[src/rtl/anchor_pair_issuer_pkg.sv]
// Shared defaults and FSM state encoding for the anchor pair issuer.
// Imported by the interface, the lookback ring and the top level.
package anchor_pair_issuer_pkg;

    localparam int DEF_DW       = 32;
    localparam int DEF_DEPTH    = 64;
    localparam int DEF_MAX_DIST = 5000;

    typedef enum logic {
        IDLE  = 1'b0,
        ISSUE = 1'b1
    } state_t;

endpackage

[src/rtl/anchor_pair_issuer_if.sv]
// Anchor input stream plus scorer pair output of the anchor pair issuer.
// The master drives anchors and pair_ready; the slave (the issuer) drives the rest.
interface anchor_pair_issuer_if
    import anchor_pair_issuer_pkg::*;
#(
    parameter int DW    = DEF_DW,
    parameter int DEPTH = DEF_DEPTH
);
    localparam int AW = $clog2(DEPTH);

    logic          in_valid;
    logic          in_ready;
    logic [DW-1:0] in_x;
    logic [DW-1:0] in_y;
    logic          in_last;

    logic          pair_valid;
    logic          pair_ready;
    logic [DW-1:0] ri_x;
    logic [DW-1:0] ri_y;
    logic [DW-1:0] qi_x;
    logic [DW-1:0] qi_y;
    logic [AW-1:0] pair_ofs;
    logic          anchor_done;

    modport master (
        output in_valid, in_x, in_y, in_last, pair_ready,
        input  in_ready, pair_valid, ri_x, ri_y, qi_x, qi_y, pair_ofs, anchor_done
    );

    modport slave (
        input  in_valid, in_x, in_y, in_last, pair_ready,
        output in_ready, pair_valid, ri_x, ri_y, qi_x, qi_y, pair_ofs, anchor_done
    );

endinterface

[src/rtl/anchor_pair_issuer_ring.sv]
// Lookback ring holding {x, y} of recent anchors: one write port and one
// combinational read port.
module anchor_ring
    import anchor_pair_issuer_pkg::*;
#(
    parameter int DW    = DEF_DW,
    parameter int DEPTH = DEF_DEPTH
) (
    input  logic                     clk,
    input  logic                     i_we,
    input  logic [$clog2(DEPTH)-1:0] i_waddr,
    input  logic [2*DW-1:0]          i_wdata,
    input  logic [$clog2(DEPTH)-1:0] i_raddr,
    output logic [2*DW-1:0]          o_rdata
);

    logic [2*DW-1:0] r_mem [DEPTH];

    // NOTE: storage is deliberately left without reset; slots are only read
    // once written within the current read, so stale contents never matter.
    always_ff @(posedge clk) begin
        if (i_we) begin
            r_mem[i_waddr] <= i_wdata;
        end
    end

    assign o_rdata = r_mem[i_raddr];

endmodule

[src/rtl/anchor_pair_issuer.sv]
// Issues (predecessor, current) anchor pairs to a scorer, walking back through
// the lookback ring in increasing offset order until a candidate fails.
module anchor_pair_issuer
    import anchor_pair_issuer_pkg::*;
#(
    parameter int DW       = DEF_DW,
    parameter int DEPTH    = DEF_DEPTH,
    parameter int MAX_DIST = DEF_MAX_DIST
) (
    input  logic                     clk,
    input  logic                     rst_n,
    anchor_pair_issuer_if.slave      bus
);

    localparam int            AW       = $clog2(DEPTH);
    localparam logic [AW-1:0] LIM_MAX  = AW'(DEPTH - 1);
    localparam logic [DW-1:0] DIST_MAX = DW'(MAX_DIST);

    state_t        r_state;
    state_t        w_state_nxt;
    logic          r_live;
    logic [AW-1:0] r_wr_ptr;
    logic [AW-1:0] r_cur_ptr;
    logic [AW-1:0] r_cnt;
    logic [AW-1:0] r_lim;
    logic [AW-1:0] r_ofs;
    logic [DW-1:0] r_qi_x;
    logic [DW-1:0] r_qi_y;
    logic [DW-1:0] r_ri_x;
    logic [DW-1:0] r_ri_y;
    logic          r_done;

    logic          w_accept;
    logic          w_handshake;
    logic [AW:0]   w_cand_ofs;
    logic [AW-1:0] w_cand_lim;
    logic [AW-1:0] w_base;
    logic [AW-1:0] w_rd_addr;
    logic [DW-1:0] w_q_x;
    logic [DW-1:0] w_cand_x;
    logic [DW-1:0] w_cand_y;
    logic [DW-1:0] w_dist;
    logic [2*DW-1:0] w_rd_data;
    logic          w_issuable;

    assign w_accept    = bus.in_valid && bus.in_ready;
    assign w_handshake = (r_state == ISSUE) && bus.pair_ready;

    anchor_ring #(
        .DW    (DW),
        .DEPTH (DEPTH)
    ) u_ring (
        .clk     (clk),
        .i_we    (w_accept),
        .i_waddr (r_wr_ptr),
        .i_wdata ({bus.in_x, bus.in_y}),
        .i_raddr (w_rd_addr),
        .o_rdata (w_rd_data)
    );

    // In IDLE the candidate is ofs=1 relative to the slot being written now;
    // in ISSUE it is the next offset behind the latched current anchor.
    always_comb begin
        // NOTE: every combinational output gets a default first so no path
        // through the block can leave a latch behind.
        w_cand_ofs = '0;
        w_cand_lim = '0;
        w_base     = '0;
        w_q_x      = '0;
        if (r_state == IDLE) begin
            w_cand_ofs = (AW+1)'(1);
            w_cand_lim = r_cnt;
            w_base     = r_wr_ptr;
            w_q_x      = bus.in_x;
        end else begin
            w_cand_ofs = {1'b0, r_ofs} + (AW+1)'(1);
            w_cand_lim = r_lim;
            w_base     = r_cur_ptr;
            w_q_x      = r_qi_x;
        end
    end

    assign w_rd_addr            = w_base - w_cand_ofs[AW-1:0];
    assign {w_cand_x, w_cand_y} = w_rd_data;
    assign w_dist               = (w_q_x > w_cand_x) ? (w_q_x - w_cand_x) : '0;
    assign w_issuable           = (w_cand_ofs <= {1'b0, w_cand_lim}) && (w_dist <= DIST_MAX);

    always_ff @(posedge clk or negedge rst_n) begin
        if (!rst_n) begin
            r_state <= IDLE;
        end else begin
            r_state <= w_state_nxt;
        end
    end

    always_comb begin
        w_state_nxt = r_state;
        case (r_state)
            IDLE:  if (w_accept && w_issuable)     w_state_nxt = ISSUE;
            ISSUE: if (w_handshake && !w_issuable) w_state_nxt = IDLE;
        endcase
    end

    always_comb begin
        bus.in_ready    = r_live && (r_state == IDLE);
        bus.pair_valid  = (r_state == ISSUE);
        bus.ri_x        = r_ri_x;
        bus.ri_y        = r_ri_y;
        bus.qi_x        = r_qi_x;
        bus.qi_y        = r_qi_y;
        bus.pair_ofs    = r_ofs;
        bus.anchor_done = r_done;
    end

    // cnt is updated at accept time: the anchor's own limit is captured in
    // r_lim, so the next anchor already sees the post-anchor count.
    // NOTE: sequential state uses non-blocking assignments only, so every
    // register samples pre-edge values regardless of statement order.
    always_ff @(posedge clk or negedge rst_n) begin
        if (!rst_n) begin
            r_live    <= 1'b0;
            r_wr_ptr  <= '0;
            r_cur_ptr <= '0;
            r_cnt     <= '0;
            r_lim     <= '0;
            r_ofs     <= '0;
            r_qi_x    <= '0;
            r_qi_y    <= '0;
            r_ri_x    <= '0;
            r_ri_y    <= '0;
            r_done    <= 1'b0;
        end else begin
            r_live <= 1'b1;
            r_done <= 1'b0;
            if (w_accept) begin
                r_qi_x    <= bus.in_x;
                r_qi_y    <= bus.in_y;
                r_cur_ptr <= r_wr_ptr;
                r_wr_ptr  <= r_wr_ptr + AW'(1);
                r_lim     <= r_cnt;
                r_cnt     <= bus.in_last ? '0 : ((r_cnt == LIM_MAX) ? r_cnt : r_cnt + AW'(1));
                r_done    <= !w_issuable;
                if (w_issuable) begin
                    r_ri_x <= w_cand_x;
                    r_ri_y <= w_cand_y;
                    r_ofs  <= AW'(1);
                end
            end else if (w_handshake) begin
                r_done <= !w_issuable;
                if (w_issuable) begin
                    r_ri_x <= w_cand_x;
                    r_ri_y <= w_cand_y;
                    r_ofs  <= w_cand_ofs[AW-1:0];
                end
            end
        end
    end

endmodule

[src/flat_wrapper.sv]
// flat-port wrapper written by rule: the top's interface ports become plain ports
module anchor_pair_issuer_flat import anchor_pair_issuer_pkg::*;
#(
    parameter int DW       = DEF_DW,
    parameter int DEPTH    = DEF_DEPTH,
    parameter int MAX_DIST = DEF_MAX_DIST
)
  (clk, rst_n, bus_in_valid, bus_in_x, bus_in_y, bus_in_last, bus_pair_ready, bus_in_ready, bus_pair_valid, bus_ri_x, bus_ri_y, bus_qi_x, bus_qi_y, bus_pair_ofs, bus_anchor_done);
  anchor_pair_issuer_if #(.DW(DW), .DEPTH(DEPTH)) bus_i ();
  input  logic clk;
  input  logic rst_n;
  input wire logic [$bits(bus_i.in_valid)-1:0] bus_in_valid;
  input wire logic [$bits(bus_i.in_x)-1:0] bus_in_x;
  input wire logic [$bits(bus_i.in_y)-1:0] bus_in_y;
  input wire logic [$bits(bus_i.in_last)-1:0] bus_in_last;
  input wire logic [$bits(bus_i.pair_ready)-1:0] bus_pair_ready;
  output wire logic [$bits(bus_i.in_ready)-1:0] bus_in_ready;
  output wire logic [$bits(bus_i.pair_valid)-1:0] bus_pair_valid;
  output wire logic [$bits(bus_i.ri_x)-1:0] bus_ri_x;
  output wire logic [$bits(bus_i.ri_y)-1:0] bus_ri_y;
  output wire logic [$bits(bus_i.qi_x)-1:0] bus_qi_x;
  output wire logic [$bits(bus_i.qi_y)-1:0] bus_qi_y;
  output wire logic [$bits(bus_i.pair_ofs)-1:0] bus_pair_ofs;
  output wire logic [$bits(bus_i.anchor_done)-1:0] bus_anchor_done;
  assign bus_i.in_valid = bus_in_valid;
  assign bus_i.in_x = bus_in_x;
  assign bus_i.in_y = bus_in_y;
  assign bus_i.in_last = bus_in_last;
  assign bus_i.pair_ready = bus_pair_ready;
  assign bus_in_ready = bus_i.in_ready;
  assign bus_pair_valid = bus_i.pair_valid;
  assign bus_ri_x = bus_i.ri_x;
  assign bus_ri_y = bus_i.ri_y;
  assign bus_qi_x = bus_i.qi_x;
  assign bus_qi_y = bus_i.qi_y;
  assign bus_pair_ofs = bus_i.pair_ofs;
  assign bus_anchor_done = bus_i.anchor_done;
  anchor_pair_issuer #(.DW(DW), .DEPTH(DEPTH), .MAX_DIST(MAX_DIST)) u_core (.clk(clk), .rst_n(rst_n), .bus(bus_i));
endmodule
[config.mk]
export PLATFORM = sky130hd
export DESIGN_NAME = anchor_pair_issuer_flat
export DESIGN_NICKNAME = d
export VERILOG_FILES = /design/src/rtl/anchor_pair_issuer_pkg.sv /design/src/rtl/anchor_pair_issuer_if.sv /design/src/rtl/anchor_pair_issuer_ring.sv /design/src/rtl/anchor_pair_issuer.sv /design/src/flat_wrapper.sv
export SDC_FILE = /design/constraint.sdc
export NUM_CORES = 2
export LEC_CHECK = 0
export CAP_MARGIN = 40
export CELL_PAD_IN_SITES_DETAIL_PLACEMENT = 1
export CELL_PAD_IN_SITES_GLOBAL_PLACEMENT = 2
export CORE_MARGIN = 2
export CORE_UTILIZATION = 51
export CTS_BUF_LIST = sky130_fd_sc_hd__clkbuf_8 sky130_fd_sc_hd__clkbuf_16
export CTS_CLUSTER_SIZE = 25
export DETAILED_ROUTE_END_ITERATION = 10
export PLACE_DENSITY = 0.84
export SYNTH_ARGS = -nofsm -noshare
export SYNTH_HDL_FRONTEND = slang
export SYNTH_SLANG_ARGS = --single-unit
[constraint.sdc]
create_clock -name clk -period 8.97 [get_ports clk]
set_clock_uncertainty 0.2 [all_clocks]
set_input_delay 0.897 -clock clk [delete_from_list [all_inputs] [get_ports clk]]
set_output_delay 0.897 -clock clk [all_outputs]
set_load 0.01 [all_outputs]
Yosys cells after proc, flatten, opt, wreduce, memory -nomap -nowiden
Memories as Yosys holds them, arrays and structs flattened.
Index checks and enable logic that the tools add are counted.
- multiplexer cells: 24
- $lt $le $gt $ge: 3
- $add $sub $neg: 5
- equal/unequal tests: 4
- bitwise logic cells: 1
- reductions and logical operators: 10
- operators with widths (kind ; number):
    32-bit 2-to-1 mux ; 8
    6-bit 2-to-1 mux ; 8
    32-bit > comparator ; 1
    32-bit by 13-bit less-or-equal comparator with 1-bit output (second input constant) ; 1
    32-bit subtractor ; 1
    6-bit by 1-bit adder with 6-bit output (second input constant) ; 2
    6-bit by 1-bit adder with 7-bit output (second input constant) ; 1
    7-bit by 6-bit less-or-equal comparator with 1-bit output ; 1
    7-bit 2-to-1 mux ; 1
    6-bit equality test (second input constant) ; 1
    1-bit logical AND ; 6
    1-bit 2-to-1 mux ; 6
    2-bit != test (second input constant) ; 3
    6-bit subtractor ; 1
    3-bit AND reduction ; 1
    1-bit case mux with 2 select lines ; 1
    2-bit AND reduction ; 1
    2-bit nonzero test ; 1
    1-bit zero test ; 1
    1-bit inverter ; 1
- memories: 1
- output and inout port bits: 137
- logic and storage cells: 60
- bits in writable memories: 4096
- input port bits: 69
- bits in registers: 161
- memories (memory ; depth ; bits a word ; rd ports ; clocked after memory_dff ; write ports ; line ; source):
    u_core.u_ring.r_mem ; 64 ; 64 ; 1 ; 0 ; 1 ; anchor_pair_issuer_ring.sv:17 ; logic [2*DW-1:0] r_mem [DEPTH];

Depth between registers and ports, before layout
An unclocked memory read counts as a cell.
- word-level depth: 12
- gate-level depth with buffers: 31
- gate-level depth less buffers: 24

Modules after synthesis
A second synthesis with hierarchy kept.
- cells, all modules: 7542
- area total of the unflattened synthesis: 164507.8 um^2
- by module, submodules not included (module ; cells each ; instances ; area each (um^2)):
    anchor_ring ; 6534 ; 1 ; 155067.5
    anchor_pair_issuer ; 1008 ; 1 ; 9440.3

Worst setup path after synthesis
No wires, ideal clock.
- kind: flip-flop to flip-flop
- start: reg u_core.r_state (netlist: u_core.bus.pair_valid)
- end: reg u_core.r_ofs[5] (netlist: u_core.bus.pair_ofs[5])
- stages on the path, launching flop included: 30
- period minus slack after synthesis: 8.324 ns
- arrival time: 7.999 ns
- setup slack: 0.646 ns
- library setup time: 0.125 ns
- path through: dfrtp_1 clkbuf_1 clkbuf_1 buf_1 mux2i_1 ha_1 inv_1 fa_1 xnor2_1 clkbuf_1 buf_1 buf_1 mux4_2 mux2i_1 nand2_1 o21ai_0 ha_1 nor2b_1 o21ai_1 a211oi_4 o21a_1 o21a_1 or3_1 a2111o_1 or4_1 o211ai_2 and3_1 buf_6 buf_12 mux2_4
- cells in the longest elaborated chain, start to end: 9
- ends and longest elaborated chain (element ; line ; source):
    start, declared ; anchor_pair_issuer.sv:19 ; state_t r_state;
    start signal, assigned ; anchor_pair_issuer.sv:92 ; r_state <= w_state_nxt;
    6-bit 2-to-1 mux / 7-bit 2-to-1 mux (equally long branches) ; anchor_pair_issuer.sv:70 ; if (r_state == IDLE) begin
    6-bit subtractor ; anchor_pair_issuer.sv:83 ; assign w_rd_addr = w_base - w_cand_ofs[AW-1:0];
    memory read 64 x 64 bit ; -- ;
    32-bit subtractor / 32-bit > comparator (equally long branches) ; anchor_pair_issuer.sv:85 ; assign w_dist = (w_q_x > w_cand_x) ? (w_q_x - w_cand_x) : '0;
    32-bit 2-to-1 mux ; anchor_pair_issuer.sv:85 ;
    32-bit by 13-bit less-or-equal comparator with 1-bit output ; anchor_pair_issuer.sv:86 ; assign w_issuable = (w_cand_ofs <= {1'b0, w_cand_lim}) && (w_dist <= DIST_MAX);
    1-bit logical AND ; anchor_pair_issuer.sv:86 ;
    2-bit != test (no line) ; -- ;
    3-bit AND reduction (no line) ; -- ;
    end signal, assigned ; anchor_pair_issuer.sv:153 ; r_ofs <= w_cand_ofs[AW-1:0];
    end, declared ; anchor_pair_issuer.sv:26 ; logic [AW-1:0] r_ofs;
Several ways; a longest one is shown, not always the timed one. The select of a mux whose other input is x is not followed.
A chain may end at the register's enable or synchronous reset.

Worst setup path in the final report
- start: reg u_core.r_state (netlist: u_core.bus.pair_valid)
- end: reg u_core.r_ri_y[3] (netlist: u_core.bus.ri_y[3])
- cells in the longest elaborated chain, start to end: 10
- ends and longest elaborated chain (element ; line ; source):
    6-bit 2-to-1 mux / 7-bit 2-to-1 mux (equally long branches) ; anchor_pair_issuer.sv:70 ;
    6-bit subtractor ; anchor_pair_issuer.sv:83 ;
    memory read 64 x 64 bit ; -- ;
    32-bit subtractor / 32-bit > comparator (equally long branches) ; anchor_pair_issuer.sv:85 ;
    32-bit 2-to-1 mux ; anchor_pair_issuer.sv:85 ;
    32-bit by 13-bit less-or-equal comparator with 1-bit output ; anchor_pair_issuer.sv:86 ;
    1-bit logical AND ; anchor_pair_issuer.sv:86 ;
    32-bit 2-to-1 mux ; anchor_pair_issuer.sv:143, anchor_pair_issuer.sv:150 ;
    32-bit 2-to-1 mux ; anchor_pair_issuer.sv:148 ; end else if (w_handshake) begin
    32-bit 2-to-1 mux ; anchor_pair_issuer.sv:135 ; if (w_accept) begin
    end signal, assigned ; anchor_pair_issuer.sv:145 ; r_ri_y <= w_cand_y;
    end signal, assigned ; anchor_pair_issuer.sv:152 ; r_ri_y <= w_cand_y;
    end, declared ; anchor_pair_issuer.sv:30 ; logic [DW-1:0] r_ri_y;
Several ways; a longest one is shown, not always the timed one. The select of a mux whose other input is x is not followed.

==> run summary <==
Total power: 0.0804 W. In this run switching power makes up 37.2% of total power. For the via count of the first global-routing pass, the log shows 87,222.

The tree is rooted in a clkbuf_16. The worst hold path begins at bus_in_y[14]. In this run the power spent charging and discharging nets is 0.0299 W. The element type at the critical path end is a register. Clock-pin slew was measured on the worst setup and hold paths at 0.07 ns.

The buffers plus inverters on the worst setup path came out at 8. The number of max-cap violations is 0. Summed over all nets, the half-perimeter wirelength after detailed placement is 269 mm. Along the worst path, the maximum fanout reaches 33. The logs give 4,257 for the clock sink count and 114 MHz for the highest achievable clock rate.

The kind of cell with the highest combined delay on the critical path is multiplexers. The number of library cell types mapped by synthesis is 72. Required arrival time at the worst endpoint: 9.60 ns. The number of nets handed over by synthesis was 7,172.

The synthesized design contains 4,257 register bits. The tools report the launching point of the worst reg2reg path as u_core.bus.pair_valid$_DFF_PN0_. The final hold violation count was 0.

Cells with a size suffix above 1 make up 31.1% of the layout. The logs give 5 for the H-tree depth and 206 for the number of primary I/O pins. Data arrives at the worst endpoint at 9.43 ns. The via total after detailed routing came out at 84,681. Leading register cell type out of synthesis: edfxtp_1. The post-detailed-route via-to-cell ratio works out to 6.86. The total number of nets in the final design was 7,797. Counting the fill cells in the layout gives 26,191. Count of unresolved DRC violations after routing: 0. The beginning of the critical path is u_core.bus.pair_valid$_DFF_PN0_.

In this run the power density over the cells is 425 mW/mm^2. The tools report the share of synthesized area occupied by flip-flops and latches as 77.1%. By area the synthesized netlist is led by edfxtp_1, mux4_2, dfrtp_1. The most common cell in the synthesized netlist is edfxtp_1. The run gives 0 as the number of warnings reported in the yosys synthesis log. The die covers 0.328 mm^2. The tools report the endpoint with the worst hold slack as u_core.bus.qi_y[14]$_DFFE_PN0P_.

The core region is 0.321 mm^2. The run gives 700 mm as the first-pass GRT wire length. The vertical die dimension was 573 um; the number of antenna violations at the first check in global routing was 13. The cell seen most often among critical-path stages was buf_4.

The congestion estimate from routability-driven global placement came to 0.889. The largest stage delay on the critical path is 0.94 ns. The final setup violation count came out at 0. The mapped netlist covers 0.165 mm^2.

TritonCTS built the clock tree. Setup repair after global routing left no endpoint under its margin. Counting the buffers created by CTS gives 417. The worst hold path was traced through 3 stages. In this run the register-to-register setup slack is 0.17 ns.

Post-CTS setup buffer count: 0. From synthesis to final layout, the design area changed by 14.7%. Reg-to-reg critical path endpoint: u_core.bus.ri_y[3]$_DFFE_PN0P_.

Row count: 208. The logs give 7,055 for the number of instances in the synthesized netlist and 28.3% for the power share of the sequential group. By startpoint and endpoint, the worst setup path is classified as register to register. In this run the remaining antenna-violating nets after routing total 0. After detailed routing, the total wire length is 504 mm. The number of cells on the worst reg-to-reg path is 26.

The shortest period the worst path allows was 8.80 ns. The worst hold path class is input pin to register. The count of final max-slew check failures came out at 0. The number of placed instances, taps included, is 11,543. Of the post-synthesis cell area, the dominant cell type holds 74.6%. The average cell area after synthesis works out to 23.4 um^2. The worst setup path is launched from a register. The logs give 1.00 ns for the insertion delay of the later-clocked pin in the worst-skew pair and 0.0505 W for the total internal power. Entering global routing, the biggest net connects 128 pins. In the final routed layout, each cell accounts on average for 40.8 um. Combinational logic is responsible for 50.4% of the overall power. Counting flops with an async set or reset pin after synthesis yields a share of 3.78%. The part of the cycle the worst path needs was 98.1%; the worst hold slack across all endpoints was 0.0562 ns. Measured along the x axis, the die boundary spans 573 um. The tools report the highest ir drop seen on vdd as 0.000597 V. Slowest cell on the critical path: fa_4.

The first TritonRoute pass finished after 6 iterations. The tools report the overflow left after global routing as 0. Leakage power: 60.4 nW. Measured against its own limit, the worst slew margin works out to 33.9%.

Per report_power, the clock group accounts for 21.3% of the total. Once the floorplan was initialized, standard cells occupied 51.3% of the core. By count the netlist is led by edfxtp_1, mux4_2, nand2_1, clkbuf_1, dfrtp_1. The synthesized design spends more area on one cell type than any other, namely edfxtp_1.

In the global route stage, overall resource usage came out at 30.9%. In this run the tool buffered the top-level ports with 205 buffer cells. The first routing iteration left 14,009 violations. The transition at the pin with the smallest max-transition slack is 0.989 ns. For this run, the number of standard cells in the final layout without fillers is 12,342.

Counting flops with a built-in enable in the synthesized netlist gives 4,096. No sink is reached through more buffers than the 4 on the longest clock path. Cells fill 58.8% of the core in the end. The flow ran to the end, and the final reports show no timing, DRC or antenna violations.
-- flip-flops by register name, summed over array words and instances, names as in the netlist --
signal                  count
u_core.r_cnt                6
u_core.bus.ri_y            32
u_core.bus.anchor_done      1
u_core.bus.ri_x            32
u_core.r_wr_ptr             6
u_core.bus.qi_x            32
u_core.u_ring.r_mem      4096
u_core.bus.pair_valid       1
u_core.r_live               1
u_core.r_lim                6
u_core.bus.qi_y            32
u_core.bus.pair_ofs         6
u_core.r_cur_ptr            6
-- layer usage --
| layer | track usage, % | share of wire, % | vias up |
|---|---|---|---|
| met3 | 5.37 | 11 | 1265 |
| met1 | 42.3 | 36 | 45680 |
| met2 | 49.3 | 48 | 6487 |
| li1 | - | - | 31245 |
| met4 | 14.2 | 5.3 | 4 |
| met5 | 0 | 0.0042 | - |
-- how the worst max path moves through the flow --
stage | endpoint | slack, ns | cells past startpoint
2_1_floorplan | u_core.bus.pair_ofs[5]$_DFFE_PN0P_ | 0.65 | 29
3_3_place_gp | u_core.bus.ri_y[1]$_DFFE_PN0P_ | -0.09 | 26
3_5_place_dp | u_core.bus.ri_y[1]$_DFFE_PN0P_ | -0.11 | 26
4_1_cts | u_core.bus.ri_y[30]$_DFFE_PN0P_ | 0.04 | 25
5_1_grt | u_core.bus.ri_y[3]$_DFFE_PN0P_ | 0.005 | 26
6_report | u_core.bus.ri_y[3]$_DFFE_PN0P_ | 0.17 | 26
-- power groups by stage --
stage / Combinational, W / Clock (W) / Sequential (W)
floorplan: 0.0264 / 0 / 0.0230
global placement: 0.0383 / 0 / 0.0231
detailed placement: 0.0396 / 0 / 0.0231
CTS: 0.0404 / 0.0172 / 0.0227
global route: 0.0425 / 0.0179 / 0.0228
finish: 0.0405 / 0.0171 / 0.0228
-- cell families after synthesis --
family | synth area share, %
compound gates | 1.01
other cells | 0.00227
xor+xnor | 0.143
mux | 18.9
fa+ha+maj | 0.373
simple gates | 1.44
flops | 77.1
buf+inv | 1.04
-- what timing repair did --
action / 4_1_cts / 5_1_grt
hold endpoints to repair: 66 / 0
setup endpoints to repair: 70 / 70
hold buffers: 11 / 0
gates resized for setup: 5 / 16
pin swaps: 0 / 1
-- worst min-delay path, delay by kind of cell --
family        cells  cell delay (ns)
simple gates      2             0.14
buf+inv           1             0.16
-- final cells by class --
class	count	area (um^2)	share of cell area, %
sequential	4257	127000	67.2
multi-input combinational	2372	36700	19.4
clock buffer	451	11000	5.82
timing repair buffer	581	6530	3.45
tap	4305	5390	2.85
clock inverter	313	2170	1.15
inverter	51	191	0.101
antenna	12	30.0	0.0159
-- per-stage QoR --
step | setup slack (ns) | setup TNS (ns) | instance area [um^2]
2_1_floorplan | 0.646 | 0 | 165000
3_3_place_gp | -0.0901 | -2.00 | 174000
3_5_place_dp | -0.113 | -2.57 | 175000
4_1_cts | 0.0427 | 0 | 189000
5_1_grt | 0.00509 | 0 | 189000
6_report | 0.166 | 0 | 189000
-- cells in the final DEF, fill, tap and decap left out, types with 71 or more instances in the layout --
cell and n:
buf_12 111, mux2i_1 103, a21oi_1 71, inv_1 140
clkbuf_16 426, clkinv_2 73, clkdlybuf4s50_1 141, nand2_1 314
dfrtp_1 160, mux4_2 1280, edfxtp_1 4096, clkinv_1 95
buf_4 219
Note: power is estimated with default switching activity, not from simulation.
